[src/rtl/spinner_pkg.sv]
// spinner_quad_gen shared types and helpers.
// Gray phase stepping and saturating accumulator add.
package spinner_pkg;

  localparam int SAT_W = 32;

  function automatic logic [1:0] gray_next(
    input logic [1:0] ph,
    input logic       dir
  );
    logic [1:0] n;
    n = 2'b00;
    if (dir) begin
      unique case (ph)
        2'b00:   n = 2'b10;
        2'b10:   n = 2'b11;
        2'b11:   n = 2'b01;
        default: n = 2'b00;
      endcase
    end else begin
      unique case (ph)
        2'b00:   n = 2'b01;
        2'b01:   n = 2'b11;
        2'b11:   n = 2'b10;
        default: n = 2'b00;
      endcase
    end
    return n;
  endfunction

  // Result is clamped to the signed range of a w-bit register.
  function automatic logic signed [SAT_W-1:0] sat_add(
    input logic signed [SAT_W-1:0] a,
    input logic signed [SAT_W-1:0] b,
    input int                      w
  );
    logic signed [SAT_W:0] s;
    logic signed [SAT_W:0] hi;
    logic signed [SAT_W:0] lo;
    s  = {a[SAT_W-1], a} + {b[SAT_W-1], b};
    hi = (33'sd1 <<< (w - 1)) - 33'sd1;
    lo = -(33'sd1 <<< (w - 1));
    if (s > hi)
      return SAT_W'(hi);
    else if (s < lo)
      return SAT_W'(lo);
    else
      return SAT_W'(s);
  endfunction

endpackage

[src/rtl/spinner_chan.sv]
// One spinner channel: owed-step accumulator,
// digital repeat counter and Gray phase register.
module spinner_chan
  import spinner_pkg::*;
#(
  parameter int POS_W     = 12,
  parameter int DELTA_W   = 9,
  parameter int REPEAT    = 48000,
  parameter int SLOW_STEP = 4,
  parameter int FAST_STEP = 9
) (
  input  logic               clk_sys,
  input  logic               reset,
  input  logic               ce,
  input  logic               step_tick,
  input  logic               delta_strobe,
  input  logic [DELTA_W-1:0] delta,
  input  logic               dig_left,
  input  logic               dig_right,
  input  logic               dig_fast,
  input  logic               invert,
  output logic [1:0]         quad,
  output logic [POS_W-1:0]   pending,
  output logic               busy
);

  localparam int REP_W = $clog2(REPEAT + 1);
  localparam logic [REP_W-1:0] REP_LAST =
    REP_W'(REPEAT - 1);
  localparam logic signed [POS_W-1:0] SLOW =
    POS_W'(SLOW_STEP);
  localparam logic signed [POS_W-1:0] FAST =
    POS_W'(FAST_STEP);
  localparam logic signed [POS_W-1:0] ONE =
    POS_W'(1);

  logic signed [POS_W-1:0] pos;
  logic signed [POS_W-1:0] base;
  logic signed [POS_W-1:0] nxt;
  logic [REP_W-1:0]        rep;
  logic [1:0]              phase;
  logic                    held;
  logic                    reload;
  logic                    step;
  logic                    dir;

  assign held   = dig_left | dig_right;
  assign reload = ce & held & (rep == REP_LAST);
  assign step   = step_tick & (pos != '0);
  assign dir    = ~pos[POS_W-1] ^ invert;

  // Overwrite from digital controls wins over a step,
  // then any delta is merged on top with saturation.
  always_comb begin
    base = pos;
    if (reload) begin
      if (dig_right)
        base = dig_fast ? FAST : SLOW;
      else
        base = dig_fast ? -FAST : -SLOW;
    end else if (step) begin
      base = pos[POS_W-1] ? pos + ONE : pos - ONE;
    end
    nxt = base;
    if (delta_strobe)
      nxt = POS_W'(sat_add(
        {{(SAT_W-POS_W){base[POS_W-1]}}, base},
        {{(SAT_W-DELTA_W){delta[DELTA_W-1]}}, delta},
        POS_W));
  end

  // Accumulator state.
  always_ff @(posedge clk_sys or posedge reset) begin
    if (reset)
      pos <= '0;
    else
      pos <= nxt;
  end

  // Repeat counter runs only while a direction is held.
  always_ff @(posedge clk_sys or posedge reset) begin
    if (reset)
      rep <= '0;
    else if (!held)
      rep <= '0;
    else if (ce)
      rep <= (rep == REP_LAST) ? '0 : rep + 1'b1;
  end

  // Phase advances one Gray step per owed step.
  always_ff @(posedge clk_sys or posedge reset) begin
    if (reset)
      phase <= 2'b00;
    else if (step)
      phase <= gray_next(phase, dir);
  end

  assign quad    = phase;
  assign pending = pos;
  assign busy    = (pos != '0);

endmodule

[src/rtl/spinner_quad_gen.sv]
// Multi-channel quadrature spinner emulator.
// Shared step divider plus N independent channels.
module spinner_quad_gen
  import spinner_pkg::*;
#(
  parameter int CHANNELS  = 2,
  parameter int POS_W     = 12,
  parameter int DELTA_W   = 9,
  parameter int DIV       = 1500,
  parameter int REPEAT    = 48000,
  parameter int SLOW_STEP = 4,
  parameter int FAST_STEP = 9
) (
  input  logic                        clk_sys,
  input  logic                        reset,
  input  logic                        ce,
  input  logic [CHANNELS-1:0]         delta_strobe,
  input  logic [CHANNELS*DELTA_W-1:0] delta,
  input  logic [CHANNELS-1:0]         dig_left,
  input  logic [CHANNELS-1:0]         dig_right,
  input  logic [CHANNELS-1:0]         dig_fast,
  input  logic [CHANNELS-1:0]         invert,
  output logic [2*CHANNELS-1:0]       quad,
  output logic [CHANNELS*POS_W-1:0]   pending,
  output logic [CHANNELS-1:0]         busy
);

  localparam int DIV_W = (DIV > 1) ? $clog2(DIV) : 1;
  localparam logic [DIV_W-1:0] DIV_LAST =
    DIV_W'(DIV - 1);

  logic [DIV_W-1:0] div_cnt;
  logic             step_tick;

  assign step_tick = ce & (div_cnt == '0);

  // Shared divider counting ce pulses modulo DIV.
  always_ff @(posedge clk_sys or posedge reset) begin
    if (reset)
      div_cnt <= '0;
    else if (ce)
      div_cnt <= (div_cnt == DIV_LAST) ? '0
                                       : div_cnt + 1'b1;
  end

  for (genvar i = 0; i < CHANNELS; i++) begin : g_ch
    spinner_chan #(
      .POS_W    (POS_W),
      .DELTA_W  (DELTA_W),
      .REPEAT   (REPEAT),
      .SLOW_STEP(SLOW_STEP),
      .FAST_STEP(FAST_STEP)
    ) u_chan (
      .clk_sys     (clk_sys),
      .reset       (reset),
      .ce          (ce),
      .step_tick   (step_tick),
      .delta_strobe(delta_strobe[i]),
      .delta       (delta[i*DELTA_W +: DELTA_W]),
      .dig_left    (dig_left[i]),
      .dig_right   (dig_right[i]),
      .dig_fast    (dig_fast[i]),
      .invert      (invert[i]),
      .quad        (quad[2*i +: 2]),
      .pending     (pending[i*POS_W +: POS_W]),
      .busy        (busy[i])
    );
  end

endmodule

[config.mk]
export PLATFORM = sky130hd
export DESIGN_NAME = spinner_quad_gen
export DESIGN_NICKNAME = d
export VERILOG_FILES = /design/src/rtl/spinner_pkg.sv /design/src/rtl/spinner_chan.sv /design/src/rtl/spinner_quad_gen.sv
export SDC_FILE = /design/constraint.sdc
export NUM_CORES = 1
export LEC_CHECK = 0
export ABC_CLOCK_PERIOD_IN_PS = 12300
export BUFFER_PORTS_ARGS = -buffer_cell sky130_fd_sc_hd__clkbuf_2
export CORE_AREA = 2 2 103 105
export CTS_BUF_LIST = sky130_fd_sc_hd__clkbuf_8
export CTS_CLUSTER_SIZE = 8
export DETAILED_ROUTE_END_ITERATION = 16
export DIE_AREA = 0 0 105 107
export PLACE_DENSITY = 0.93
export SYNTH_ARGS = -nofsm -noshare
export SYNTH_HDL_FRONTEND = slang
export SYNTH_HIERARCHICAL = 1
export SYNTH_SLANG_ARGS = --single-unit
[constraint.sdc]
create_clock -name clk_sys -period 12.3 [get_ports clk_sys]
set_input_delay 1.845 -clock clk_sys [delete_from_list [all_inputs] [get_ports clk_sys]]
set_output_delay 1.845 -clock clk_sys [all_outputs]
set_load 0.05 [all_outputs]
==> results.py <==
metrics = {
    "outcome": {
        "status": "completed",
    },
    "route": {
        "routed_wl_um": 16000,
        "wire_per_inst_um": 16.7,
        "drcViolationCount": 0,
        "dr.pass1.iters": 5,
        "drt.antenna.violating_nets": 0,
        "vias": 6107,
        "vias_per_cell": 6.38,
        "drt_iter0_markers": 503,
    },
    "place": {
        "dpl.cell_count": 941,
        "io_buffers": 60,
        "placement.cell_area_um2": 6780,
        "globalplace.congestion": 1.04,
        "dp.final_hpwl_um": 12200,
    },
    "worst_setup_path": {
        "end_kind": "flip-flop",
        "crit_arrival_ps": 7350,
        "crit_type": "input pin to flip-flop",
        "critPathRequiredTime_ps": 12520,
        "startpoint_type": "input pin",
        "path_max_fanout": 19,
    },
    "power": {
        "vdd_drop_max_mv": 0.189,
        "powerDensity_nw_per_um2": 258,
        "switching_share_pct": 51.5,
        "pwr-share-comb_pct": 68.1,
        "p_switching_mw": 0.927,
        "clkPwrFrac_pct": 10.9,
        "p_leak_nw": 3.13,
        "p_int_mw": 0.872,
        "seqPwrFrac_pct": 21.0,
    },
    "grt": {
        "grt_use_met1_pct": 38.0,
        "grt_usage_pct": 28.8,
        "grt_overflow": 0,
        "grt_pass1_wl_um": 26500,
        "use_met2_pct": 47.6,
        "grt_max_degree": 31,
        "antenna_found_initial": 0,
        "grt_pass1_vias": 5838,
        "top_usage_layer": "met2",
        "groute.layer.met3.usage_pct": 4.32,
    },
    "sta": {
        "drv_slew": 0,
        "slew_headroom_pct": 14.6,
        "hold_viol": 0,
        "max_freq_mhz": 140,
        "finalCritPeriodShare_pct": 58.0,
        "fin_worst_skew_ps": 13.1,
        "setup_tns_ps": 0,
        "worst_pin_slew_ps": 1270,
        "rsz0062_at_grt": "false",
        "fin_crit_ps": 7130,
        "setup-violations-final": 0,
    },
    "cts": {
        "cts_buffer_depth": 2,
        "clk_pin_slew_worst_paths_ps": 80,
        "cts-root-buf": "clkbuf_8",
        "clock-sinks": 71,
        "post_cts_resized": 0,
        "cts_inserted_buffers": 9,
        "post_cts_buffers": 0,
        "cts_htree_levels": 3,
        "clk_latency_ps": 360,
        "cts_hold_buffers": 0,
        "cts_tree": "yes",
    },
    "synthesis": {
        "ys_seq_area_share_pct": 27.8,
        "netlist_instances": 763,
        "ys_seq_elements": 71,
        "synth_top_area_share_pct": 27.8,
        "synthesis.nets": 852,
        "yosys-top-cells-area": "dfrtp_1 (28%), ha_1 (11%), nor2_1 (5.0%), a21oi_1 (4.6%), o21ai_0 (4.5%)",
        "synth_cell_types": 91,
        "yosysWarnings": 6,
        "synth.avg_cell_area_um2": 8.38,
        "syn_area_um2": 6390,
        "ys.flop_type": "dfrtp_1",
        "async_flop_share_pct": 100,
        "synth_edf_count": 0,
        "yosys.area.top_type": "dfrtp_1",
    },
    "cells_and_area": {
        "num_antenna_cells": 0,
        "area_growth_pct": 9.22,
        "nNetsFinal": 905,
        "final_util_pct": 69.2,
        "drive_gt1_share_pct": 13.9,
        "final_cell_area_um2": 6980,
        "fin_cells": 957,
    },
    "floorplanning": {
        "fp-row-count": 37,
        "die_x_um": 105,
        "die_h_um": 107,
        "io_pins": 61,
        "die-area_um2": 11200,
        "start_util_pct": 63.4,
        "core_area_um2": 10100,
    },
    "flow_run": {
        "maxCapViolCount": 0,
    },
    "worst_hold_path": {
        "hold_path_class": "flip-flop to flip-flop",
    },
}
## cell usage after synthesis, types with 10 or more instances
master    number
o21ai_0       57
nor3_1        16
nand4_1       10
ha_1          54
a21oi_1       59
dfrtp_1       71
nand2_1       59
xor2_1        18
nand3_1       25
nor2b_1       15
xnor2_1       27
nor2_1        85
clkbuf_1      13
and3_1        17
inv_1         31
a21o_1        13
## through the flow
stage / setup slack (ps) / power [mW] / hold WS, ps
after floorplan: 6320 / 1.33 / 437
after global placement: 5340 / 1.54 / 464
after detailed placement: 5070 / 1.57 / 481
after CTS: 5330 / 1.77 / 493
after global routing: 4760 / 1.92 / 514
final: 5170 / 1.80 / 501
## kinds of logic (layout without fill, tap and decap cells)
| family | after synthesis | in the layout | synth area share, % |
|---|---|---|---|
| AOI/OAI and AO/OA | 238 | 238 | 25.5 |
| xor gates and xnor gates | 45 | 45 | 6.16 |
| adders and majority gates | 59 | 59 | 12.0 |
| buffers and inverters | 54 | 112 | 3.74 |
| DFF | 71 | 71 | 27.8 |
| muxes | 6 | 6 | 1.21 |
| and+or+nand+nor | 290 | 290 | 23.6 |
## state kept, by name, summed over array words and instances (netlist names)
name,cells
g_ch.u_chan/rep,32
g_ch.u_chan/pending,24
div_cnt,11
g_ch.u_chan/quad,4
## cell usage in the layout (no fill, tap or decap), types with 7 or more instances in the layout
cell       instances
inv_1             31
xnor2_1           27
nor2b_1           15
o2bb2ai_1          9
nor4_1             9
a21oi_1           59
clkbuf_8          11
and3_1            17
a31oi_1            8
nand2b_1           7
nand2_1           59
nand3_1           25
xor2_1            18
a21o_1            13
nor2_1            85
o31ai_1            9
o21ai_0           57
a211oi_1           9
nor3_1            16
clkbuf_2          60
nand4_1           10
ha_1              54
dfrtp_1           71
## final cells by class
type,instances,area [um2]
timing repair buffer,64,330
clock buffer,11,151
inverter,32,120
multi-input combinational,638,4380
fill,825,3110
sequential,71,1780
tap,136,170
clock inverter,5,56.3
## power groups by stage
| stage | Clock, mW | Combinational (mW) | Sequential, mW |
|---|---|---|---|
| finish | 0.197 | 1.22 | 0.378 |
| global route | 0.207 | 1.34 | 0.381 |
| CTS | 0.196 | 1.20 | 0.372 |
| detailed placement | 0 | 1.19 | 0.375 |
| global placement | 0 | 1.16 | 0.374 |
| floorplan | 0 | 0.855 | 0.474 |
## worst paths after layout
kind	slack [ps]	startpoint	endpoint	depth (start not counted)
min	500	g_ch[0].u_chan/rep[15]	g_ch[0].u_chan/rep[15]	1
max	5170	ce	g_ch[0].u_chan/pending[3]	17
max reg2reg	6420	div_cnt[0]	g_ch[0].u_chan/pending[3]	18
min reg2reg	500	g_ch[0].u_chan/rep[15]	g_ch[0].u_chan/rep[15]	1
max in group asynchronous	10440	reset	g_ch[0].u_chan/pending[0]	3
min in group asynchronous	1500	reset	div_cnt[2]	2
## per-layer routing
layer | part of all wire (%) | vias up
met2 | 47 | 249
met3 | 5.6 | 55
met5 | 0 | -
met4 | 2.9 | 0
met1 | 44 | 2866
li1 | - | 2937
## critical path, stage by stage
cell	delay, ps
clkbuf_2	330
nor4b_1	320
nand2_1	90
nor4_1	970
clkinv_1	590
a41o_1	530
a211oi_1	260
a21oi_1	70
a21oi_1	260
ha_1	340
and3_4	210
a2111oi_4	440
a211oi_1	160
nor3_1	360
nor3_2	150
nor2_1	290
a21oi_1	120
Power figures use the tool's default switching activity.
